[src/rtl/ledarb.sv]
`default_nettype none
// ============================================================================
//  Module   : ledarb
//  Purpose  : Round-robin arbiter sharing the board LED bank between NREQ
//             on-chip requesters. Each owner keeps the LEDs for at least
//             DWELL+1 cycles. A Wishbone slave exposes the dwell setting, a
//             per-requester enable mask and a CPU force override.
//  Ports    : i_clk, i_reset      - clock, synchronous active-high reset
//             i_req, i_req_led    - request levels and per-requester LED data
//             o_grant, o_led      - registered one-hot grant and LED pad drive
//             i_wb_*              - Wishbone pipelined slave inputs
//             o_wb_ack/stall/data - Wishbone slave outputs
//  Revision : 1.0  initial release
// ============================================================================
module ledarb #(
    parameter int                    NREQ          = 4,
    parameter int                    NLEDS         = 8,
    parameter int                    DWELL_BITS    = 24,
    parameter logic [DWELL_BITS-1:0] DEFAULT_DWELL = DWELL_BITS'(10_000_000)
) (
    input  logic                  i_clk,
    input  logic                  i_reset,
    input  logic [NREQ-1:0]       i_req,
    input  logic [NREQ*NLEDS-1:0] i_req_led,
    output logic [NREQ-1:0]       o_grant,
    output logic [NLEDS-1:0]      o_led,
    input  logic                  i_wb_cyc,
    input  logic                  i_wb_stb,
    input  logic                  i_wb_we,
    input  logic [1:0]            i_wb_addr,
    input  logic [31:0]           i_wb_data,
    output logic                  o_wb_ack,
    output logic                  o_wb_stall,
    output logic [31:0]           o_wb_data
);

    localparam logic [1:0] c_IDLE  = 2'd0;
    localparam logic [1:0] c_OWN   = 2'd1;
    localparam logic [1:0] c_FORCE = 2'd2;

    // Control registers
    logic                  r_force;
    logic [NREQ-1:0]       r_enmask;
    logic [NLEDS-1:0]      r_force_led;
    logic [DWELL_BITS-1:0] r_dwell;

    // Arbiter state
    logic [1:0]            r_state;
    logic [2:0]            r_owner;
    logic [2:0]            r_last;
    logic [DWELL_BITS-1:0] r_cnt;
    logic [NREQ-1:0]       r_grant;
    logic [NLEDS-1:0]      r_led;

    logic                  r_ack;
    logic [31:0]           r_rdata;

    // A CTRL write is seen by the arbiter on the same edge it lands, so a
    // FORCE write racing a fresh request resolves to FORCE.
    logic                  w_ctrl_wr;
    logic                  w_dwell_wr;
    logic                  w_force;
    logic [NREQ-1:0]       w_enmask;
    logic [NLEDS-1:0]      w_force_led;

    logic [NREQ-1:0]       w_elig;
    logic [NREQ-1:0]       w_cand;
    logic [NREQ-1:0]       w_own_oh;
    logic [NREQ-1:0]       w_win_oh;
    logic                  w_own_elig;
    logic [NLEDS-1:0]      w_own_led;
    logic [2:0]            w_win;
    logic                  w_found;
    logic [31:0]           w_ctrl;
    logic [31:0]           w_status;
    logic                  w_unused;

    assign w_ctrl_wr   = i_wb_stb & i_wb_we & (i_wb_addr == 2'd0);
    assign w_dwell_wr  = i_wb_stb & i_wb_we & (i_wb_addr == 2'd1);
    assign w_force     = w_ctrl_wr ? i_wb_data[31]       : r_force;
    assign w_enmask    = w_ctrl_wr ? i_wb_data[8 +: NREQ] : r_enmask;
    assign w_force_led = w_ctrl_wr ? i_wb_data[NLEDS-1:0] : r_force_led;

    assign w_elig     = i_req & w_enmask;
    assign w_own_oh   = NREQ'(1) << r_owner;
    assign w_own_elig = |(w_elig & w_own_oh);
    // While owning, the current owner is excluded so a handover always moves on.
    assign w_cand     = (r_state == c_OWN) ? (w_elig & ~w_own_oh) : w_elig;
    assign w_win_oh   = NREQ'(1) << w_win;

    // Round-robin pick: smallest forward distance from last_owner+1.
    always_comb begin : rr_search
        int best;
        int d;
        best    = NREQ;
        d       = 0;
        w_win   = '0;
        w_found = 1'b0;
        for (int k = 0; k < NREQ; k++) begin
            d = k - int'(r_last) - 1;
            if (d < 0) d = d + NREQ;
            if (w_cand[k] && (d < best)) begin
                best    = d;
                w_win   = 3'(k);
                w_found = 1'b1;
            end
        end
    end

    always_comb begin : own_led_mux
        w_own_led = '0;
        for (int k = 0; k < NREQ; k++) begin
            if (r_owner == 3'(k)) w_own_led = i_req_led[k*NLEDS +: NLEDS];
        end
    end

    always_comb begin : readback
        w_ctrl              = '0;
        w_ctrl[31]          = r_force;
        w_ctrl[8 +: NREQ]   = r_enmask;
        w_ctrl[NLEDS-1:0]   = r_force_led;
        w_status            = '0;
        w_status[31:30]     = r_state;
        w_status[18:16]     = r_owner;
        w_status[8 +: NREQ] = r_grant;
        w_status[0 +: NLEDS] = r_led;
    end

    // Register file and Wishbone response
    always_ff @(posedge i_clk) begin
        if (i_reset) begin
            r_force     <= 1'b0;
            r_enmask    <= '1;
            r_force_led <= '0;
            r_dwell     <= DEFAULT_DWELL;
            r_ack       <= 1'b0;
            r_rdata     <= '0;
        end else begin
            r_ack <= i_wb_stb;
            if (w_ctrl_wr) begin
                r_force     <= i_wb_data[31];
                r_enmask    <= i_wb_data[8 +: NREQ];
                r_force_led <= i_wb_data[NLEDS-1:0];
            end
            if (w_dwell_wr) r_dwell <= i_wb_data[DWELL_BITS-1:0];
            if (i_wb_stb) begin
                case (i_wb_addr)
                    2'd0:    r_rdata <= w_ctrl;
                    2'd1:    r_rdata <= 32'(r_dwell);
                    2'd2:    r_rdata <= w_status;
                    default: r_rdata <= '0;
                endcase
            end
        end
    end

    // Arbiter FSM; grant and LED outputs are registered per next state.
    always_ff @(posedge i_clk) begin
        if (i_reset) begin
            r_state <= c_IDLE;
            r_owner <= '0;
            r_last  <= 3'(NREQ - 1);
            r_cnt   <= '0;
            r_grant <= '0;
            r_led   <= '0;
        end else begin
            case (r_state)
                c_IDLE: begin
                    r_grant <= '0;
                    r_led   <= '0;
                    if (w_force) begin
                        r_state <= c_FORCE;
                        r_led   <= w_force_led;
                    end else if (w_found) begin
                        r_state <= c_OWN;
                        r_owner <= w_win;
                        r_last  <= w_win;
                        r_cnt   <= r_dwell;
                        r_grant <= w_win_oh;
                    end
                end
                c_OWN: begin
                    if (w_force) begin
                        r_state <= c_FORCE;
                        r_grant <= '0;
                        r_led   <= w_force_led;
                    end else if (!w_own_elig) begin
                        // Owner gone: one idle cycle before re-arbitration.
                        r_state <= c_IDLE;
                        r_grant <= '0;
                        r_led   <= '0;
                    end else begin
                        r_led <= w_own_led;
                        if ((r_cnt == '0) && w_found) begin
                            r_owner <= w_win;
                            r_last  <= w_win;
                            r_cnt   <= r_dwell;
                            r_grant <= w_win_oh;
                        end else if (r_cnt != '0) begin
                            r_cnt <= r_cnt - 1'b1;
                        end
                    end
                end
                c_FORCE: begin
                    r_grant <= '0;
                    if (w_force) begin
                        r_led <= w_force_led;
                    end else begin
                        r_state <= c_IDLE;
                        r_led   <= '0;
                    end
                end
                default: begin
                    r_state <= c_IDLE;
                    r_grant <= '0;
                    r_led   <= '0;
                end
            endcase
        end
    end

    assign o_grant    = r_grant;
    assign o_led      = r_led;
    assign o_wb_ack   = r_ack;
    assign o_wb_stall = 1'b0;
    assign o_wb_data  = r_rdata;

    // Cycle is not qualified; only some write-data bits map to registers.
    assign w_unused = &{1'b0, i_wb_cyc, i_wb_data};

endmodule
`default_nettype wire

[config.mk]
export PLATFORM = sky130hd
export DESIGN_NAME = ledarb
export DESIGN_NICKNAME = d
export VERILOG_FILES = /design/src/rtl/ledarb.sv
export SDC_FILE = /design/constraint.sdc
export NUM_CORES = 1
export LEC_CHECK = 0
export BUFFER_PORTS_ARGS = -buffer_cell sky130_fd_sc_hd__buf_2
export CAP_MARGIN = 0
export CORE_ASPECT_RATIO = 1.1
export CORE_MARGIN = 5
export CORE_UTILIZATION = 30
export CTS_CLUSTER_DIAMETER = 150
export DETAILED_ROUTE_END_ITERATION = 16
export PLACE_DENSITY = 0.49
export SYNTH_ARGS = -nofsm -noshare
export SYNTH_HDL_FRONTEND = slang
export SYNTH_SLANG_ARGS = --single-unit
[constraint.sdc]
create_clock -name i_clk -period 7.76 [get_ports i_clk]
set_input_delay 0.776 -clock i_clk [delete_from_list [all_inputs] [get_ports i_clk]]
set_output_delay 0.776 -clock i_clk [all_outputs]
set_load 0.01 [all_outputs]
==> metrics.md <==
| Metric | Value |
|---|---|
| Status | `finished clean` |
| Startpoint Class | `input pin` |
| Layout cells sized above 1 | `20.15%` |
| Maximum VDD drop | `0.0001927 V` |
| # H-tree levels | `3` |
| Unrepaired setup endpoints after global routing | `false` |
| CTS tree | `yes` |
| Setup_tns | `0 ns` |
| Dpl hpwl | `12.48 mm` |
| Via count | `5,173` |
| Detailed Routing Iterations Pass 1 | `4` |
| DRC | `0` |
| Hold-fix buffers, CTS | `0` |
| Post-CTS Setup Repair Bufs | `0` |
| Final antenna-violating net count | `0` |
| CP endpoint kind | `register` |
| Critical path type | `input pin to register` |
| Final Slew Violations | `0` |
| Hold Path Class | `register to register` |
| Num rows | `53` |
| Crit share post-route | `92.71%` |
| Leakage | `2.876 nW` |
| Placed cells | `1,020` |
| Post-CTS resize count | `0` |
| R2r setup slk | `0.89 ns` |
| Initial antenna violation count | `0` |
| PD cells | `365.9 mW/mm²` |
| DR iter-0 viols | `302` |
| I/O Pins | `121` |
| Initial Util | `30.45%` |
| DRT Wirelength | `16.93 mm` |
| Post-synthesis async set-or-reset flop share | `0%` |
| Core footprint | `0.01903 mm²` |
| WL per Instance | `16.34 µm` |
| Synthesis-to-finish area growth | `18.50%` |
| Gr ovfl total | `0` |
| Largest net degree at the start of global routing | `85` |
| Arrival time at the worst endpoint | `7.42 ns` |
| Nets@finish | `881` |
| Reg clk slew, reported paths | `0.07 ns` |
| Sequential area share after synthesis | `36.61%` |
| Longest Clk Path Bufs | `2` |
| Gp weighted congestion | `0.8041` |
| Number of global-route vias before repair | `5,019` |
| Rel. slew slack | `32.07%` |
| Final Setup Violations | `0` |
| Slew of the pin with the lowest slew margin | `1.016 ns` |
| Distinct cells, synth | `59` |
| Full die area | `0.02220 mm²` |
| Top FF cell, synth | `dfxtp_1` |
| CP max FO | `16` |
| Die Height | `155.8 µm` |
| Mean Syn Cell Area | `8.315 µm²` |
| Die width | `142.5 µm` |
| Flops & latches, synth | `106` |
| Clk_lat worst skew | `0.36 ns` |
| Min Clock Period, post-route | `7.194 ns` |
| First-pass GRT wire length | `26.75 mm` |
| Fmax | `139.0 MHz` |
| Final Non-Filler Cells | `1,036` |
| Final Skew | `0.007084 ns` |
| Gate Count Post-Synth | `697` |
| Yosys warning total | `0` |
| CTS Buf Count | `9` |
| GRT Util Overall | `15.04%` |
| CP Data Required Time | `7.99 ns` |
| # diodes | `0` |
| Sink Count | `106` |
| Max Cap Viol | `0` |
| Hold Violations, Final | `0` |
| Root Buffer | `clkbuf_16` |
| Vias/cell | `4.993` |
| Synthesized area | `0.005796 mm²` |
| # port buffers | `105` |
| EDFF count, synth | `0` |
[report_power, final]
part	internal, mW	switching (mW)
clock	0.301	0.206
sequential	0.630	0.0765
combinational	0.534	0.766
total	1.46	1.05
[per-layer routing]
layer	track usage (%)	vias to the layer above	share of wire (%)
li1	-	2647	-
met1	21.47	2395	48
met2	23.34	117	46
met3	2.974	14	4.7
met4	3.712	0	1.2
met5	0	-	0
[synthesized netlist by cell type (all sizes together) (3+ instances only)]
| library cell | instances | area [µm²] |
|---|---|---|
| dfxtp | 106 | 2122 |
| nand2 | 78 | 292.8 |
| a21oi | 72 | 371.6 |
| nor2 | 66 | 247.7 |
| mux2i | 47 | 470.5 |
| inv | 36 | 135.1 |
| clkbuf | 32 | 120.1 |
| nand3 | 26 | 130.1 |
| nor3 | 23 | 115.1 |
| ha | 22 | 275.3 |
| buf | 20 | 133.9 |
| nand2b | 18 | 112.6 |
| a211oi | 17 | 132.6 |
| o32ai | 15 | 131.4 |
| o22ai | 12 | 75.07 |
| o21ai | 10 | 50.04 |
| or3 | 10 | 62.56 |
| nor4 | 9 | 56.30 |
| mux4 | 8 | 180.2 |
| nor2b | 8 | 50.05 |
| o21a | 7 | 52.55 |
| a22oi | 6 | 58.81 |
| and2 | 6 | 37.54 |
| a2111oi | 3 | 32.53 |
| a211o | 3 | 26.28 |
| a21o | 3 | 22.52 |
| mux2 | 3 | 37.53 |
| nand4 | 3 | 18.77 |
| o31ai | 3 | 22.52 |
[metrics by stage]
step	hold WS [ns]	utilization, %	instance area, µm²	power [mW]	setup slack (ns)
detailed placement	0.4580	34.35	6538	2.021	0.2090
global placement	0.4552	34.35	6538	2.022	0.2408
floorplan	0.4490	-	5822	1.705	0.8755
CTS	0.4710	36.09	6868	2.536	0.5860
global route	0.4816	36.09	6868	2.721	0.1875
finish	0.4678	36.09	6868	2.513	0.5657
[critical path, stage by stage]
cell and delay (ns):
buf_2 0.21, nor4bb_4 0.46, mux2_4 0.38, or3b_2 0.47
ha_1 0.30, or3b_2 0.44, a32o_1 0.25, nor2_1 0.25
and2_0 0.39, nor3_1 0.11, a21oi_1 0.17, ha_1 0.26
o21a_1 0.17, o21a_1 0.16, o21ai_0 0.14, a31o_2 0.13
nand2_1 0.09, a21o_1 0.19, ha_1 0.28, a21oi_1 0.28
a22oi_4 0.12, o211a_1 0.28, o21ai_1 0.44, buf_4 0.23
nor3_1 0.05, a2111oi_0 0.39
[logic make-up (layout without fill, tap and decap cells)]
group | count (synthesis) | count (layout) | share of synthesized area (%)
flops | 106 | 106 | 36.61
xor+xnor | 1 | 1 | 0.1512
other cells | 1 | 8 | 0.06470
buf+inv | 89 | 174 | 6.779
simple gates | 258 | 258 | 20.98
compound gates | 162 | 162 | 18.78
fa+ha+maj | 22 | 22 | 4.749
mux | 58 | 58 | 11.87
[flip-flops by register name, indices dropped and copies added, names as in the netlist]
name and cells:
o_grant 4, o_led 8, o_wb_ack 1, o_wb_data 26
r_cnt 24, r_dwell 24, r_enmask 4, r_force 1
r_force_led 8, r_last 2, r_owner 2, r_state 2
[cell type report]
cell class	instances	area (µm²)
Tap cell	247	309.0
Multi-Input combinational cell	509	3322
Inverter	37	138.9
Clock buffer	12	256.5
Timing Repair Buffer	121	645.6
Clock inverter	4	73.82
Fill cell	1995	12160
Sequential cell	106	2122
[path summary, 6_finish.rpt]
| check | startpoint | to | cells after the start |
|---|---|---|---|
| setup reg to reg | r_last[0] | r_cnt[14] | 27 |
| hold reg to reg | o_wb_data[14] | o_wb_data[14] | 2 |
| hold / removal | o_wb_data[14] | o_wb_data[14] | 2 |
| setup / recovery | i_wb_addr[0] | r_cnt[14] | 26 |
[placed cells by master, fill, tap and decap left out, types with 7 or more instances in the layout]
cell	synthesis	routed
a211oi_1	16	16
a21oi_1	71	71
buf_2	5	105
buf_4	10	16
clkbuf_16	0	9
conb_1	1	8
dfxtp_1	106	106
ha_1	22	22
inv_1	36	36
mux2i_1	47	47
mux4_2	8	8
nand2_1	78	78
nand2b_1	18	18
nand3_1	26	26
nor2_1	66	66
nor2b_1	8	8
nor3_1	23	23
nor4_1	9	9
o21a_1	7	7
o21ai_0	9	9
o22ai_1	12	12
o32ai_1	15	15
or3_1	10	10
Power figures use the tool's default switching activity.
